### src/rtl/fetch_stage.sv
// Instruction-fetch stage: owns the PC, drives imem, and registers the fetched
// word into IF/ID with stall/flush/redirect handling and a fetch counter.
module fetch_stage #(
  parameter logic [31:0] RESET_PC  = 32'h0000_0000,
  parameter logic [31:0] NOP_INSTR = 32'h0000_0013
) (
  input  logic        clk,
  input  logic        rst,
  input  logic        stall_i,
  input  logic        flush_i,
  input  logic        redirect_i,
  input  logic [31:0] redirect_pc_i,
  output logic [31:0] imem_addr_o,
  input  logic [31:0] imem_data_i,
  output logic [31:0] if_pc_o,
  output logic [31:0] if_pc4_o,
  output logic [31:0] if_instr_o,
  output logic        if_valid_o,
  output logic        misalign_o,
  output logic [31:0] fetch_count_o
);

  localparam logic [31:0] RESET_PC_ALIGNED = {RESET_PC[31:2], 2'b00};

  logic [31:0] pc_reg, pc_next;
  logic [31:0] ifid_pc_reg, ifid_pc_next;
  logic [31:0] ifid_pc4_reg, ifid_pc4_next;
  logic [31:0] ifid_instr_reg, ifid_instr_next;
  logic        ifid_valid_reg, ifid_valid_next;
  logic        misalign_reg, misalign_next;
  logic [31:0] fetch_count_reg, fetch_count_next;
  logic [31:0] pc_plus4;

  assign pc_plus4 = pc_reg + 32'd4;

  // Priority: redirect > flush > stall > advance.
  always_comb begin
    pc_next          = pc_reg;
    ifid_pc_next     = ifid_pc_reg;
    ifid_pc4_next    = ifid_pc4_reg;
    ifid_instr_next  = ifid_instr_reg;
    ifid_valid_next  = ifid_valid_reg;
    misalign_next    = 1'b0;
    fetch_count_next = fetch_count_reg;

    if (redirect_i) begin
      pc_next         = {redirect_pc_i[31:2], 2'b00};
      ifid_pc_next    = 32'h0;
      ifid_pc4_next   = 32'h0;
      ifid_instr_next = NOP_INSTR;
      ifid_valid_next = 1'b0;
      misalign_next   = |redirect_pc_i[1:0];
    end else if (flush_i) begin
      ifid_pc_next    = 32'h0;
      ifid_pc4_next   = 32'h0;
      ifid_instr_next = NOP_INSTR;
      ifid_valid_next = 1'b0;
    end else if (!stall_i) begin
      pc_next          = pc_plus4;
      ifid_pc_next     = pc_reg;
      ifid_pc4_next    = pc_plus4;
      ifid_instr_next  = imem_data_i;
      ifid_valid_next  = 1'b1;
      fetch_count_next = fetch_count_reg + 32'd1;
    end
  end

  always_ff @(posedge clk or posedge rst) begin
    if (rst) begin
      pc_reg          <= RESET_PC_ALIGNED;
      ifid_pc_reg     <= 32'h0;
      ifid_pc4_reg    <= 32'h0;
      ifid_instr_reg  <= NOP_INSTR;
      ifid_valid_reg  <= 1'b0;
      misalign_reg    <= 1'b0;
      fetch_count_reg <= 32'h0;
    end else begin
      pc_reg          <= pc_next;
      ifid_pc_reg     <= ifid_pc_next;
      ifid_pc4_reg    <= ifid_pc4_next;
      ifid_instr_reg  <= ifid_instr_next;
      ifid_valid_reg  <= ifid_valid_next;
      misalign_reg    <= misalign_next;
      fetch_count_reg <= fetch_count_next;
    end
  end

  assign imem_addr_o   = pc_reg;
  assign if_pc_o       = ifid_pc_reg;
  assign if_pc4_o      = ifid_pc4_reg;
  assign if_instr_o    = ifid_instr_reg;
  assign if_valid_o    = ifid_valid_reg;
  assign misalign_o    = misalign_reg;
  assign fetch_count_o = fetch_count_reg;

endmodule

### config.mk
export PLATFORM = sky130hd
export DESIGN_NAME = fetch_stage
export DESIGN_NICKNAME = d
export VERILOG_FILES = /design/src/rtl/fetch_stage.sv
export SDC_FILE = /design/constraint.sdc
export NUM_CORES = 1
export LEC_CHECK = 0
export BUFFER_PORTS_ARGS = -buffer_cell sky130_fd_sc_hd__buf_2
export CAP_MARGIN = 40
export CORE_ASPECT_RATIO = 0.7
export CORE_MARGIN = 2
export CORE_UTILIZATION = 45
export DETAILED_ROUTE_END_ITERATION = 7
export HOLD_SLACK_MARGIN = 0.02
export PLACE_DENSITY_LB_ADDON = 0.05
export SYNTH_ARGS = -nofsm -noshare
export SYNTH_HDL_FRONTEND = slang
export SYNTH_SLANG_ARGS = --single-unit
### constraint.sdc
create_clock -name clk -period 5.75 [get_ports clk]
set_input_delay 0.8625 -clock clk [delete_from_list [all_inputs] [get_ports clk]]
set_output_delay 0.8625 -clock clk [all_outputs]
set_load 0.02 [all_outputs]
---- After elaboration in Yosys (flattened, before gate mapping) ----
Cells that the tools add are included.
cells by class
  add/subtract/negate cells ............... 2
  equality and inequality tests ........... 3
  muxes and demuxes ....................... 15
  bitwise operators ....................... 3
  reductions and logical operators ........ 3
operator list
  cell                                            count
  two-way mux 32 bit                              11
  adder 32 x 1 -> 32 bit (second input constant)  1
  adder 32 x 3 -> 32 bit (second input constant)  1
  two-way mux 1 bit                               4
  != test 2 x 1 -> 1 bit (second input constant)  2
  != test 3 x 1 -> 1 bit (second input constant)  1
  inverter 1 bit                                  3
  AND reduction 3 bit                             1
  AND reduction 2 bit                             1
  OR reduction 2 bit                              1
storage, ports and cells
  bits in registers ....................... 162
  input port bits ......................... 69
  output and inout port bits .............. 162
  word-level logic and storage cells ...... 33

---- Logic depth before layout (Yosys ltp) ----
Gate-level depths: netlist of run 1.
  word-level depth ........................ 4
  depth in mapped cells ................... 9

---- Least setup slack after synthesis of run 1 ----
Ideal clock, no wire load.
  kind .................................... input -> register
  start point ............................. input port stall_i
  end point ............................... register fetch_count_reg[28], in the netlist fetch_count_o[28]
  library setup time ...................... 80 ps
  arrival ................................. 2102 ps
  required time ........................... 5670 ps
  path slack .............................. 3568 ps
  stages on the path ...................... 7
  path buffers ............................ 2
  cell sequence ........................... buf_2 > or2_0 > clkbuf_1 > nor3b_4 > nand4_1 > nor2_1 > xor2_1
on the way
  cells in the longest elaborated chain, start to end .. 2
RTL lines
  item                           line  text
  from (decl)                    9     input logic stall_i,
  inverter 1 bit (no line)       n/a
  AND reduction 3 bit (no line)  n/a
  to (signal assigned)           84    fetch_count_reg <= fetch_count_next;
  to (decl)                      31    logic [31:0] fetch_count_reg, fetch_count_next;
Every way passes these cells.
A chain may end at the register's enable or synchronous reset.

---- Worst setup path after layout of run 1 ----
  start point ............................. register pc_reg[2], in the netlist imem_addr_o[2]
  end point ............................... register ifid_pc4_reg[22], in the netlist if_pc4_o[22]
on the way
  cells in the longest elaborated chain, start to end .. 4
RTL lines
  item                    line  text
  from (decl)             25    logic [31:0] pc_reg, pc_next;
  from (signal assigned)  78    pc_reg <= pc_next;
  adder 32 x 3 -> 32 bit  34    assign pc_plus4 = pc_reg + 32'd4;
  two-way mux 32 bit      58    end else if (!stall_i) begin
  two-way mux 32 bit      53    end else if (flush_i) begin
  two-way mux 32 bit      46    if (redirect_i) begin
  to (signal assigned)    80    ifid_pc4_reg <= ifid_pc4_next;
  to (decl)               27    logic [31:0] ifid_pc4_reg, ifid_pc4_next;
Every way passes these cells. The select of a mux whose other input is x is not followed.

==> results.cfg, run 1 <==
[timing]
period_needed_ns = 2.40
skew_ns = 0.00973
setup_violations = 0
tightest_slew_ns = 0.815
finalSetupTns_ns = 0
finalHoldViolations = 0
finalCritPeriodShare = 0.417
rsz0062_at_grt = false
drv_slew = 0
fin_ws_ns = 3.35
max-slew-margin-rel = 0.452
max_freq_mhz = 417

[clock_tree]
cts_hold_buf = 0
clock_latency_ns = 0.43
cts_root_buffer = clkbuf_16
cts.sinks = 157
clk_pin_slew_ns = 0.06
cts_htree_levels = 4
clock_path_buffers = 2
cts_resized = 0
post-cts-setup-buffer-count = 0
cts_tree = yes
numCtsBuffers = 17

[route]
dr.first_iter.drc_count = 315
drc_errors = 0
ant_nets = 0
wl_mm = 19.3
via_per_inst = 5.24
vias = 5640
wl_met3_mm = 1.47
dr.pass1.iters = 5
routed.top_layer = met4
wl_met1_mm = 9.14
dr_wl_met2_mm = 8.40
routedWlPerCell_um = 17.9

[critical_path]
path_cells = ha_1 > and3_1 > nand4_4 > or4_4 > xor2_1 > o21ai_2
rr_endpoint = if_pc4_o[22]
worstPathMaxFanout = 8
start_kind = register
cpMaxStageDelayCell = or4_4
reg2reg_depth = 6
rrSetupSlack_ns = 3.35
cp.arrival_ns = 2.70
criticalPathCategory = reg -> reg
regToRegStartpoint = imem_addr_o[2]
max_stage_delay_ns = 0.60
cp_data_required_time_ns = 6.05
end_kind = register

[synthesis]
synth_compound_area_frac = 0.122
synth_top_family_by_area = simple AND/OR/NAND/NOR gates
synth_top_area_frac = 0.552
ys.flop_type = dfrtp_1
synth_area_um2 = 6980
synth_top_area_cell = dfrtp_1
yosys.cell_types.count = 45
synth_area_leaders = dfrtp_1, a22o_1, nand2_1
synth_fa_ha_area_frac = 0.00359
syn_inst = 655
synth-seq-cells = 157
synth-seq-area-share = 0.564
synth_edf_count = 0
synth-simple-area-share = 0.173
syn_avg_cell_area_um2 = 10.7
synthArstFlopShare = 1.00
synth-xor-area-share = 0.0879
yosys_warnings = 0
synthMuxAreaShare = 0.0115

[grt]
grt_pass1_vias = 5633
antenna_found_initial = 0
grt_remaining_overflow = 0
grt_pass1_wl_mm = 30.0
grt_use_total = 0.234
grt_max_degree = 71

[finish]
drive_gt1_frac = 0.322
n_antenna_cell = 0
nNetsFinal = 934
area_growth_pct = 26.4
utilization = 0.576

[floorplan]
io_pins = 231
dieArea_um2 = 16500
start_util = 0.456
dieWidth_um = 153
rows = 38
coreArea_um2 = 15300
die_height_um = 108

[worst_hold_path]
hp-class = in -> async

[pwr]
ir_drop_uv = 166
power.leakage_nw = 4.54
p_per_area_nw_per_um2 = 303

[placed_design]
io_buffers = 228
dp_hpwl_mm = 13.4
dp_slack_ns = 3.03
place_congestion = 0.758

[flow_run]
cap_viol_max_count = 0

[outcome]
outcome = finished clean
-- state kept, by name, summed over array words and instances, names as in the netlist --
signal / flops
if_valid_o: 1
misalign_o: 1
if_pc_o: 31
fetch_count_o: 32
if_instr_o: 32
if_pc4_o: 30
imem_addr_o: 30
-- cells in the final DEF, fill, tap and decap left out, drive strengths merged, types with 5 or more instances in the layout --
master	netlist	routed
nor3	12	12
a21o	6	6
nand3	30	30
dfrtp	154	154
nor2	34	34
nor4	7	7
clkbuf	24	22
and3	9	9
and2	7	7
buf	23	235
nor2b	5	5
o211ai	5	5
inv	9	10
xor2	26	26
o21ai	50	50
nand2	105	105
mux2i	8	8
xnor2	44	44
a22o	50	50
nand4	22	22
-- worst max path at each step --
| stage | depth (start not counted) | start | slack (ns) | endpoint |
|---|---|---|---|---|
| 6_report | 6 | imem_addr_o[2] | 3.35 | if_pc4_o[22] |
| 5_1_grt | 6 | imem_addr_o[2] | 3.23 | imem_addr_o[22] |
| 4_1_cts | 6 | imem_addr_o[2] | 3.35 | imem_addr_o[22] |
| 3_5_place_dp | 7 | redirect_i | 3.03 | imem_addr_o[27] |
| 3_3_place_gp | 5 | redirect_i | 3.03 | if_pc_o[11] |
| 2_1_floorplan | 1 | rst | 0.66 | fetch_count_o[0] |
-- cell families after synthesis --
family          count (synthesis)
compound gates                121
xor+xnor                       70
fa+ha+maj                       2
buf+inv                        56
flops                         157
mux                             8
other cells                     1
simple gates                  240
-- stage by stage --
stage	area, um2	instances	power [mW]	hold WS [ns]
2_1_floorplan	6980	656	1.45	0.546
3_3_place_gp	8200	1042	1.58	0.452
3_5_place_dp	8250	1044	1.59	0.456
4_1_cts	8820	1076	2.70	0.397
5_1_grt	8820	1076	2.78	0.408
6_report	8820	1076	2.68	0.394
-- cell type report --
| cell class | count | area, um2 |
|---|---|---|
| clock buffer | 22 | 454 |
| clock inverter | 10 | 115 |
| fill | 1385 | 6490 |
| inverter | 9 | 38.8 |
| multi-input combinational | 443 | 2800 |
| sequential | 157 | 3930 |
| tap | 200 | 250 |
| timing repair buffer | 235 | 1230 |
-- cells in the mapped netlist (2+ instances only) --
library cell / n
nand4_4: 2
xor2_1: 26
nor4_1: 5
nor3_1: 10
buf_1: 3
nand2_1: 105
a21oi_1: 2
and3_1: 8
mux2i_1: 8
nor2_1: 34
inv_1: 9
nand3_1: 30
a21o_1: 6
dfstp_2: 3
clkbuf_1: 24
nor2b_1: 5
o21ai_1: 3
nand2b_1: 2
o211ai_1: 5
xnor2_1: 44
dfrtp_1: 154
and2_1: 7
o21ai_0: 46
buf_4: 10
buf_2: 10
nor3_2: 2
nor4_4: 2
ha_1: 2
or4_4: 2
nand4_1: 19
o311ai_1: 3
o22a_1: 3
a22o_1: 49
-- report_power, final --
part / switching, mW / total [mW] / internal, mW / leakage [nW]
Sequential: 0.0809 / 1.24 / 1.16 / 2.08
Clock: 0.457 / 1.11 / 0.650 / 0.270
Combinational: 0.205 / 0.326 / 0.121 / 2.19
Total: 0.744 / 2.68 / 1.93 / 4.54
-- critical path: cells and delay by family, from the launching register on --
kind | cells | cell delay [ns]
xor+xnor | 1 | 0.24
simple gates | 3 | 1.18
compound gates | 1 | 0.07
fa+ha+maj | 1 | 0.28
flops | 1 | 0.52
-- per-layer routing --
layer,up-vias,GRT usage
met5,-,0
li1,2676,-
met3,18,0.0721
met4,0,0.0827
met2,201,0.350
met1,2745,0.326
Power figures use the tool's default switching activity.
==> run 2: changes to the inputs <==
Settings changed: ABC_AREA set to 1.
Clock period 5.75 ns to 2.2 ns, I/O delays scaled along.
==> run 2 against run 1 <==
Non-clock buffer count is 4 higher. Sequential share of layout area down 3.0 points. Cell area is 7.2% higher. Synthesized cell count grew 37%. Critical path type unchanged. Cell count up 27%. Critical endpoint is now imem_addr_o[29].
==> results.cfg, run 2 <==
[timing]
tightest_slew_ns = 0.535
finalCritPeriodShare = 0.772
max-slew-margin-rel = 0.643
drv_slew = 0
finalHoldViolations = 0
skew_ns = 0.0117
max_freq_mhz = 589
setup_violations = 0
period_needed_ns = 1.70
rsz0062_at_grt = false

[worst_hold_path]
min_to = if_instr_o[14]
min_delay_path_depth = 2
hp-class = in -> reg
hp-start = imem_data_i[14]

[route]
vias = 6659
drc_errors = 0
via_per_inst = 4.87
ant_nets = 0
routedWlPerCell_um = 16.1
wl_mm = 21.9
dr.first_iter.drc_count = 500
dr.pass1.iters = 5

[critical_path]
cp_data_required_time_ns = 2.51
rr_endpoint = imem_addr_o[29]
cp.arrival_ns = 2.01
rrSetupSlack_ns = 0.50
max_stage_delay_ns = 0.44
reg2reg_depth = 9
criticalPathCategory = reg -> reg
cpMaxStageDelayCell = dfrtp_1
worstPathMaxFanout = 5
path_cells = nand2_1 > nor2_1 > nand2_2 > nor2_2 > nand2_1 > nand2_1 > nand2_1 > nand2_1 > nand2_1
end_kind = register
regToRegStartpoint = imem_addr_o[5]
critPathLaunch = imem_addr_o[5]
start_kind = register
cpMostUsedCell = nand2_1

[clock_tree]
post-cts-setup-buffer-count = 0
numCtsBuffers = 17
clk_pin_slew_ns = 0.07
cts_tree = yes
cts_root_buffer = clkbuf_16
clock_latency_ns = 0.42
clock_path_buffers = 2
cts.sinks = 157
cts_htree_levels = 4

[synthesis]
synth-seq-area-share = 0.531
synth_top_area_frac = 0.521
synth_top_area_cell = dfrtp_1
syn_avg_cell_area_um2 = 8.24
syn_inst = 898
synth.most_common_cell = nand2_1
synth_edf_count = 0
ys.flop_type = dfrtp_1
yosys.cell_types.count = 33
synth_area_leaders = dfrtp_1, nand2_1, inv_1
synth_area_um2 = 7400
synth_common_cells = nand2_1, dfrtp_1, inv_1
synthArstFlopShare = 1.00
yosys_warnings = 0
synth-seq-cells = 157

[floorplan]
rows = 39
start_util = 0.457
dieWidth_um = 157
coreArea_um2 = 16200
io_pins = 231
dieArea_um2 = 17500
die_height_um = 111

[grt]
grt_remaining_overflow = 0
grt_pass1_vias = 6204
grt_max_degree = 95
grt_use_total = 0.258
antenna_found_initial = 1
grt_pass1_wl_mm = 34.7

[finish]
area_growth_pct = 27.8
layout_common_cells = nand2_1, buf_2, dfrtp_1, inv_1, nor2_1
utilization = 0.584
drive_gt1_frac = 0.264
nFillCells = 1502
finalNonFillerCells = 1366
final_common_cell = nand2_1
nNetsFinal = 1198

[placed_design]
place_congestion = 0.915
dp_hpwl_mm = 15.7
dp.cells = 1332
io_buffers = 228

[pwr]
p_per_area_nw_per_um2 = 773
power.leakage_nw = 5.26
p_total_mw = 7.31
ir_drop_uv = 437

[outcome]
outcome = finished clean

[flow_run]
cap_viol_max_count = 0
[run 2: cell count changes in the layout (fill, tap and decap cells not counted), sizes merged, moves of 9 or more]
cell and delta:
xnor2 -37, nand2 +228, a22o -20, nor2 +50, inv +95, and3 -9
[run 2: worst max-delay path: cells and delay by family (launching register included)]
family / cells / cell delay, ns
flops: 1 / 0.44
simple gates: 9 / 1.14
[run 2: cell type report]
type	instances	area [um2]	share of cell area
Tap cell	225	282	0.0298
Timing Repair Buffer	239	1300	0.138
Antenna cell	1	2.50	0.000265
Multi-Input combinational cell	609	2930	0.309
Clock buffer	18	439	0.0464
Inverter	103	392	0.0414
Clock inverter	14	183	0.0193
Sequential cell	157	3930	0.416
[run 2: layer usage]
layer | track usage | wire, um
met1 | 0.421 | 11200
met2 | 0.336 | 8620
met3 | 0.0696 | 1940
met4 | 0.0576 | 205
met5 | 0 | 0
[run 2: worst max path at each step]
stage	endpoint	slack [ns]	cells past startpoint
6_report	imem_addr_o[29]	0.50	9
5_1_grt	if_pc4_o[24]	0.26	10
4_1_cts	imem_addr_o[14]	0.53	8
3_5_place_dp	if_pc_o[30]	0.44	7
3_3_place_gp	if_pc_o[19]	0.45	7
2_1_floorplan	fetch_count_o[0]	-0.11	1
[run 2: cells by family after synthesis]
logic type | Yosys count | share of synthesized area
AO/OA/AOI/OAI | 101 | 0.0876
AND/OR/NAND/NOR | 479 | 0.274
adder cells (fa/ha/maj) | 2 | 0.00338
other | 1 | 0.000507
XOR/XNOR | 25 | 0.0296
flip-flops | 157 | 0.531
buffers and inverters | 133 | 0.0739
[run 2: repair_timing]
item                      4_1_cts  5_1_grt
hold endpoints to repair        7        0
hold buffers                    1        0
gates resized for setup         0        0
[run 2: report_power, final]
part | switching, mW | internal, mW | total, mW
sequential | 0.193 | 3.05 | 3.24
clock | 1.26 | 1.84 | 3.10
combinational | 0.647 | 0.320 | 0.967
[run 2: metrics by stage]
stage	hold WS, ns	worst slack, ns	setup TNS, ns	cell area, um2
finish	0.136	0.502	0	9460
global route	0.120	0.259	0	9460
CTS	0.119	0.528	0	9450
detailed placement	0.288	0.440	0	8820
global placement	0.291	0.455	0	8820
floorplan	0.455	-0.114	-17.62	7410
